==> src/rtl/mem_arbiter.sv <==
// Round-robin arbiter sharing one memory server port between N clients; responses routed back by an index stored above the opaque field.
// Zero-latency combinational request/response paths; per-client in-flight limits withhold grants rather than stalling the server.
module mem_arbiter #(
    parameter int p_num_clients     = 2,
    parameter int p_opaq_bits       = 8,
    parameter int p_max_outstanding = 4,
    localparam int p_idx_bits       = $clog2(p_num_clients),
    localparam int p_sopaq_bits     = p_opaq_bits + p_idx_bits
) (
    input  logic                                     clk,
    input  logic                                     rst,
    input  logic [p_num_clients-1:0]                 creq_val,
    output logic [p_num_clients-1:0]                 creq_rdy,
    input  logic [p_num_clients-1:0]                 creq_op,
    input  logic [p_num_clients-1:0][p_opaq_bits-1:0] creq_opaque,
    input  logic [p_num_clients-1:0][31:0]           creq_addr,
    input  logic [p_num_clients-1:0][31:0]           creq_data,
    output logic [p_num_clients-1:0]                 cresp_val,
    input  logic [p_num_clients-1:0]                 cresp_rdy,
    output logic [p_num_clients-1:0]                 cresp_op,
    output logic [p_num_clients-1:0][p_opaq_bits-1:0] cresp_opaque,
    output logic [p_num_clients-1:0][31:0]           cresp_data,
    output logic                                     sreq_val,
    input  logic                                     sreq_rdy,
    output logic                                     sreq_op,
    output logic [p_sopaq_bits-1:0]                  sreq_opaque,
    output logic [31:0]                              sreq_addr,
    output logic [31:0]                              sreq_data,
    input  logic                                     sresp_val,
    output logic                                     sresp_rdy,
    input  logic                                     sresp_op,
    input  logic [p_sopaq_bits-1:0]                  sresp_opaque,
    input  logic [31:0]                              sresp_data
);
    localparam int lp_cnt_bits = $clog2(p_max_outstanding + 1);
    localparam int lp_trace_len = 3 + 2 * p_num_clients;

    logic [p_idx_bits-1:0]                       r_ptr;
    logic [p_num_clients-1:0][lp_cnt_bits-1:0]   r_cnt;

    logic [p_num_clients-1:0] w_elig;
    logic [p_num_clients-1:0] w_inc;
    logic [p_num_clients-1:0] w_dec;
    logic [p_idx_bits-1:0]    w_grant;
    logic [p_idx_bits-1:0]    w_scan;
    logic [p_idx_bits-1:0]    w_ptr_nxt;
    logic [p_idx_bits-1:0]    w_k;
    logic                     w_any;
    logic                     w_k_ok;
    logic                     w_req_fire;
    logic                     w_resp_fire;

    always_comb begin
        w_elig = '0;
        for (int i = 0; i < p_num_clients; i++) begin
            w_elig[i] = creq_val[i] && (r_cnt[i] < lp_cnt_bits'(p_max_outstanding));
        end
    end

    // First eligible client scanning upward from the priority pointer.
    always_comb begin
        w_grant = '0;
        w_any   = 1'b0;
        w_scan  = '0;
        for (int i = 0; i < p_num_clients; i++) begin
            w_scan = p_idx_bits'((int'(r_ptr) + i) % p_num_clients);
            if (!w_any && w_elig[w_scan]) begin
                w_any   = 1'b1;
                w_grant = w_scan;
            end
        end
    end

    assign w_ptr_nxt   = (int'(w_grant) == p_num_clients - 1) ? '0 : w_grant + 1'b1;
    assign sreq_val    = w_any && !rst;
    assign sreq_op     = creq_op[w_grant];
    assign sreq_opaque = {w_grant, creq_opaque[w_grant]};
    assign sreq_addr   = creq_addr[w_grant];
    assign sreq_data   = creq_data[w_grant];
    assign w_req_fire  = sreq_val && sreq_rdy;

    assign w_k         = sresp_opaque[p_sopaq_bits-1 -: p_idx_bits];
    assign w_k_ok      = int'(w_k) < p_num_clients;
    assign sresp_rdy   = !rst && w_k_ok && cresp_rdy[w_k];
    assign w_resp_fire = sresp_val && sresp_rdy;

    always_comb begin
        creq_rdy     = '0;
        cresp_val    = '0;
        cresp_op     = '0;
        cresp_opaque = '0;
        cresp_data   = '0;
        w_inc        = '0;
        w_dec        = '0;
        for (int i = 0; i < p_num_clients; i++) begin
            creq_rdy[i]     = !rst && sreq_rdy && w_elig[i] && (w_grant == p_idx_bits'(i));
            cresp_val[i]    = !rst && sresp_val && (w_k == p_idx_bits'(i));
            cresp_op[i]     = sresp_op;
            cresp_opaque[i] = sresp_opaque[p_opaq_bits-1:0];
            cresp_data[i]   = sresp_data;
            w_inc[i]        = w_req_fire && (w_grant == p_idx_bits'(i));
            w_dec[i]        = w_resp_fire && (w_k == p_idx_bits'(i));
        end
    end

    always_ff @(posedge clk) begin
        if (rst) begin
            r_ptr <= '0;
            r_cnt <= '0;
        end else begin
            if (w_req_fire) begin
                r_ptr <= w_ptr_nxt;
            end
            // Same-cycle issue and retire for one client cancel out.
            for (int i = 0; i < p_num_clients; i++) begin
                case ({w_inc[i], w_dec[i]})
                    2'b10:   r_cnt[i] <= r_cnt[i] + lp_cnt_bits'(1);
                    2'b01:   r_cnt[i] <= r_cnt[i] - lp_cnt_bits'(1);
                    default: r_cnt[i] <= r_cnt[i];
                endcase
            end
        end
    end

    a_resp_idx: assert property (@(posedge clk) disable iff (rst) sresp_val |-> w_k_ok);
    a_resp_cnt: assert property (@(posedge clk) disable iff (rst) w_resp_fire |-> (r_cnt[w_k] != '0));

    function automatic logic [7:0] f_hex(input logic [3:0] v);
        return (v < 4'd10) ? (8'h30 + 8'(v)) : (8'h57 + 8'(v));
    endfunction

    // "<ptr> <grant|.>" then " <cnt>" per client; level 0 masks counters as '-'.
    function automatic logic [8*lp_trace_len-1:0] trace(input int level);
        logic [8*lp_trace_len-1:0] s;
        s = '0;
        s[8*lp_trace_len-1 -: 8]     = f_hex(4'(r_ptr));
        s[8*(lp_trace_len-1)-1 -: 8] = 8'h20;
        s[8*(lp_trace_len-2)-1 -: 8] = w_any ? f_hex(4'(w_grant)) : 8'h2E;
        for (int i = 0; i < p_num_clients; i++) begin
            s[8*(lp_trace_len-3-2*i)-1 -: 8] = 8'h20;
            s[8*(lp_trace_len-4-2*i)-1 -: 8] = (level > 0) ? f_hex(4'(r_cnt[i])) : 8'h2D;
        end
        return s;
    endfunction

endmodule
==> config.mk <==
export PLATFORM = sky130hd
export DESIGN_NAME = mem_arbiter
export DESIGN_NICKNAME = d
export VERILOG_FILES = /design/src/rtl/mem_arbiter.sv
export SDC_FILE = /design/constraint.sdc
export NUM_CORES = 1
export LEC_CHECK = 0
export BUFFER_PORTS_ARGS = -buffer_cell sky130_fd_sc_hd__buf_2
export CAP_MARGIN = 20
export CORE_AREA = 2 2 140 142
export DETAILED_ROUTE_END_ITERATION = 16
export DIE_AREA = 0 0 142 144
export GPL_TIMING_DRIVEN = 0
export PLACE_DENSITY_LB_ADDON = 0.15
export SYNTH_ARGS = -nofsm -noshare
export SYNTH_HDL_FRONTEND = slang
export SYNTH_SLANG_ARGS = --single-unit
==> constraint.sdc <==
create_clock -name clk -period 5.5 [get_ports clk]
set_input_delay 0.55 -clock clk [delete_from_list [all_inputs] [get_ports clk]]
set_output_delay 0.55 -clock clk [all_outputs]
set_load 0.1 [all_outputs]
==> impl_metrics.sql <==
INSERT INTO impl_metrics (metric_group, metric, value, unit) VALUES
('cells_and_area', 'finish.cell_count_without_fillers', '777', ''),
('floorplan', 'die-height', '144', 'µm'),
('yosys', 'post-synth-top-area-fraction', '33.2', '%'),
('yosys', 'synth_nets', '419', ''),
('floorplan', 'floorplan.initialDensity', '10.4', '%'),
('cells_and_area', 'fillCellCount', '2154', ''),
('run_status', 'result_of_the_run', 'complete, no violations', ''),
('grt', 'globalRouteTotalUtil', '6.81', '%'),
('yosys', 'avg_inst_size_synth', '9.08', 'µm²'),
('cells_and_area', 'final_util', '20.7', '%'),
('grt', 'global_route.overflow_total', '0', ''),
('min_path', 'worstHoldStart', 'r_cnt[1]', ''),
('pwr', 'power.ir.vdd_worst', '84.5', 'µV'),
('critical_path', 'critical_path_class', 'in -> out', ''),
('clock_network', 'insertion_delay', '0.23', 'ns'),
('critical_path', 'reg2reg_slack', '3.07', 'ns'),
('cells_and_area', 'sequential_cell_area', '140', 'µm²'),
('routing', 'wl', '8.82', 'mm'),
('floorplan', 'num_io_pins', '358', ''),
('yosys', 'synth_sequential_area_ratio', '7.05', '%'),
('sta', 'setup_repair_after_global_routing_missed_its_margin', 'false', ''),
('routing', 'postRouteAntennaNets', '0', ''),
('critical_path', 'timing.rr.end', 'r_cnt[2]', ''),
('clock_network', 'clock_tree.root_cell', 'clkbuf_16', ''),
('min_path', 'whs_path_depth', '2', ''),
('grt', 'grt_max_degree', '11', ''),
('yosys', 'yosys.area.top_type', 'buf_4', ''),
('critical_path', 'worst_setup_path_startpoint', 'creq_val[1]', ''),
('clock_network', 'clkSlewWorstSetupHoldPaths', '0.04', 'ns'),
('critical_path', 'cp.depth', '7', ''),
('grt', 'number_of_global_route_vias_before_repair', '2288', ''),
('grt', 'grt_first_pass_wirelength', '11.1', 'mm'),
('critical_path', 'critPathRequiredTime', '4.95', 'ns'),
('routing', 'wl_per_cell', '11.3', 'µm'),
('floorplan', 'coreArea', '0.0191', 'mm²'),
('critical_path', 'worstPathArrival', '2.15', 'ns'),
('clock_network', 'cts_setup_buffers', '0', ''),
('yosys', 'netlist_top_cells_area', 'buf_4 (33%), mux2_2 (32%), mux2_1 (9.1%), dfxtp_1 (7.0%), fa_1 (2.0%)', ''),
('critical_path', 'critical-path-max-stage-delay', '0.34', 'ns'),
('critical_path', 'critPathMaxFanout', '10', ''),
('critical_path', 'timing.critical_path.max_delay_family', 'buffers and inverters', ''),
('clock_network', 'cts_buffer_depth', '2', ''),
('critical_path', 'worstReg2RegStart', 'r_cnt[5]', ''),
('sta', 'clock_skew', '0.000360', 'ns'),
('floorplan', 'floorplan.die.width', '142', 'µm'),
('critical_path', 'slowest_library_cell_on_the_worst_path', 'mux2_1', ''),
('sta', 'setup-tns-final', '0', 'ns'),
('sta', 'finalWorstPathRequiredPeriod', '2.70', 'ns'),
('critical_path', 'critical_path.cell_chain', 'buf_2 > nor2b_2 > a21boi_4 > buf_6 > buf_6 > mux2_1 > buf_2', ''),
('routing', 'drtIter0Drc', '29', ''),
('floorplan', 'die_area', '0.0204', 'mm²'),
('routing', 'drtPass1Iterations', '4', ''),
('sta', 'worst-slew-pin-transition', '0.505', 'ns'),
('yosys', 'synth_edf_count', '0', ''),
('sta', 'max_freq', '371', 'MHz'),
('placement', 'place_worst_setup_slack', '2.67', 'ns'),
('cells_and_area', 'post_route_cells_drive_above_1_share', '87.2', '%'),
('clock_network', 'post_cts.resized_instances', '0', ''),
('yosys', 'most_frequent_cell_after_synthesis', 'buf_4', ''),
('critical_path', 'cp_num_buf_inv', '4', ''),
('critical_path', 'timing.critical_path.from_type', 'primary input', ''),
('critical_path', 'rr_worst_depth', '10', ''),
('routing', 'dr_total_vias', '2644', ''),
('yosys', 'yosys_register_bits', '7', ''),
('cells_and_area', 'antenna_cells_inserted', '0', ''),
('floorplan', 'placementRows', '51', ''),
('placement', 'gp_congestion', '0.688', ''),
('critical_path', 'worstSetupEndpointType', 'primary output', ''),
('sta', 'setup_ws', '2.80', 'ns'),
('yosys', 'synth-async-reset-ratio', '0', '%'),
('routing', 'drc_errors', '0', '');
==> final cells by class <==
| type | count | area share (%) |
|---|---|---|
| timing repair buffer | 316 | 40.1 |
| multi-input combinational | 113 | 28.5 |
| buffer | 92 | 17.7 |
| tap | 238 | 7.55 |
| sequential | 7 | 3.55 |
| clock buffer | 4 | 2.00 |
| inverter | 7 | 0.666 |
==> cells in the final DEF, fill, tap and decap left out <==
cell       synthesis  final
and3_1             1      1
mux2_1            16     16
ha_1               2      2
nand3b_1           1      1
inv_1              7      7
a311oi_1           1      1
fa_1               2      2
mux2i_1            1      1
or3_1              3      3
xor2_1             4      4
clkbuf_1           1      2
nor2_1             9      9
nor3_1             1      1
buf_6              3      3
buf_4             88     88
dfxtp_1            7      7
nor4b_1            1      1
nand2b_1           1      1
a21boi_4           1      1
o21ai_0            2      2
and3b_1            2      2
nor3b_1            1      1
a21oi_1            5      5
clkbuf_16          0      3
nor2b_2            2      2
buf_2              0    316
mux2_2            57     57
==> per-stage QoR <==
stage | instance area (µm²) | hold slack, ns
2_1_floorplan | 1990 | 0.449
3_3_place_gp | 3870 | 0.465
3_5_place_dp | 3870 | 0.481
4_1_cts | 3950 | 0.490
5_1_grt | 3950 | 0.515
6_report | 3950 | 0.485
==> per-layer routing <==
metal | track usage [%] | up-vias | wire (µm)
li1 | - | 1298 | -
met1 | 6.43 | 1140 | 2790
met2 | 14.9 | 200 | 5020
met3 | 1.56 | 6 | 957
met4 | 0.789 | 0 | 48
met5 | 0 | - | 0
==> flip-flops by register name, summed over array words and instances, names as in the netlist <==
signal,cells
r_cnt,6
r_ptr,1
==> cells by family (layout without fill, tap and decap cells) <==
family | count (synthesis) | in the layout | share of synthesized area, %
AOI/OAI and AO/OA | 9 | 9 | 3.15
buffers and inverters | 99 | 419 | 36.4
adders and majority gates | 4 | 4 | 3.27
muxes | 74 | 74 | 41.9
DFF | 7 | 7 | 7.05
and+or+nand+nor | 22 | 22 | 6.48
xor gates and xnor gates | 4 | 4 | 1.76
==> worst reg2reg max path: cells and delay by family (launching register included) <==
kind / cells / cell delay, ns
XOR/XNOR: 1 / 0.16
adder cells (fa/ha/maj): 2 / 0.56
AO/OA/AOI/OAI: 2 / 0.46
AND/OR/NAND/NOR: 3 / 0.60
flip-flops: 1 / 0.32
buffers and inverters: 2 / 0.27
==> where the power goes <==
group,internal [mW],switching (mW)
Clock,0.0965,0.0275
Sequential,0.0538,0.00165
Combinational,0.187,0.710
==> worst max-delay path by stage <==
stage | slack [ns] | to
2_1_floorplan | 1.75 | creq_rdy[0]
3_3_place_gp | 2.67 | r_cnt[2]
3_5_place_dp | 2.67 | r_cnt[2]
4_1_cts | 2.73 | sreq_data[5]
5_1_grt | 2.68 | sreq_data[10]
6_report | 2.80 | sreq_data[5]
Power figures use the tool's default switching activity.
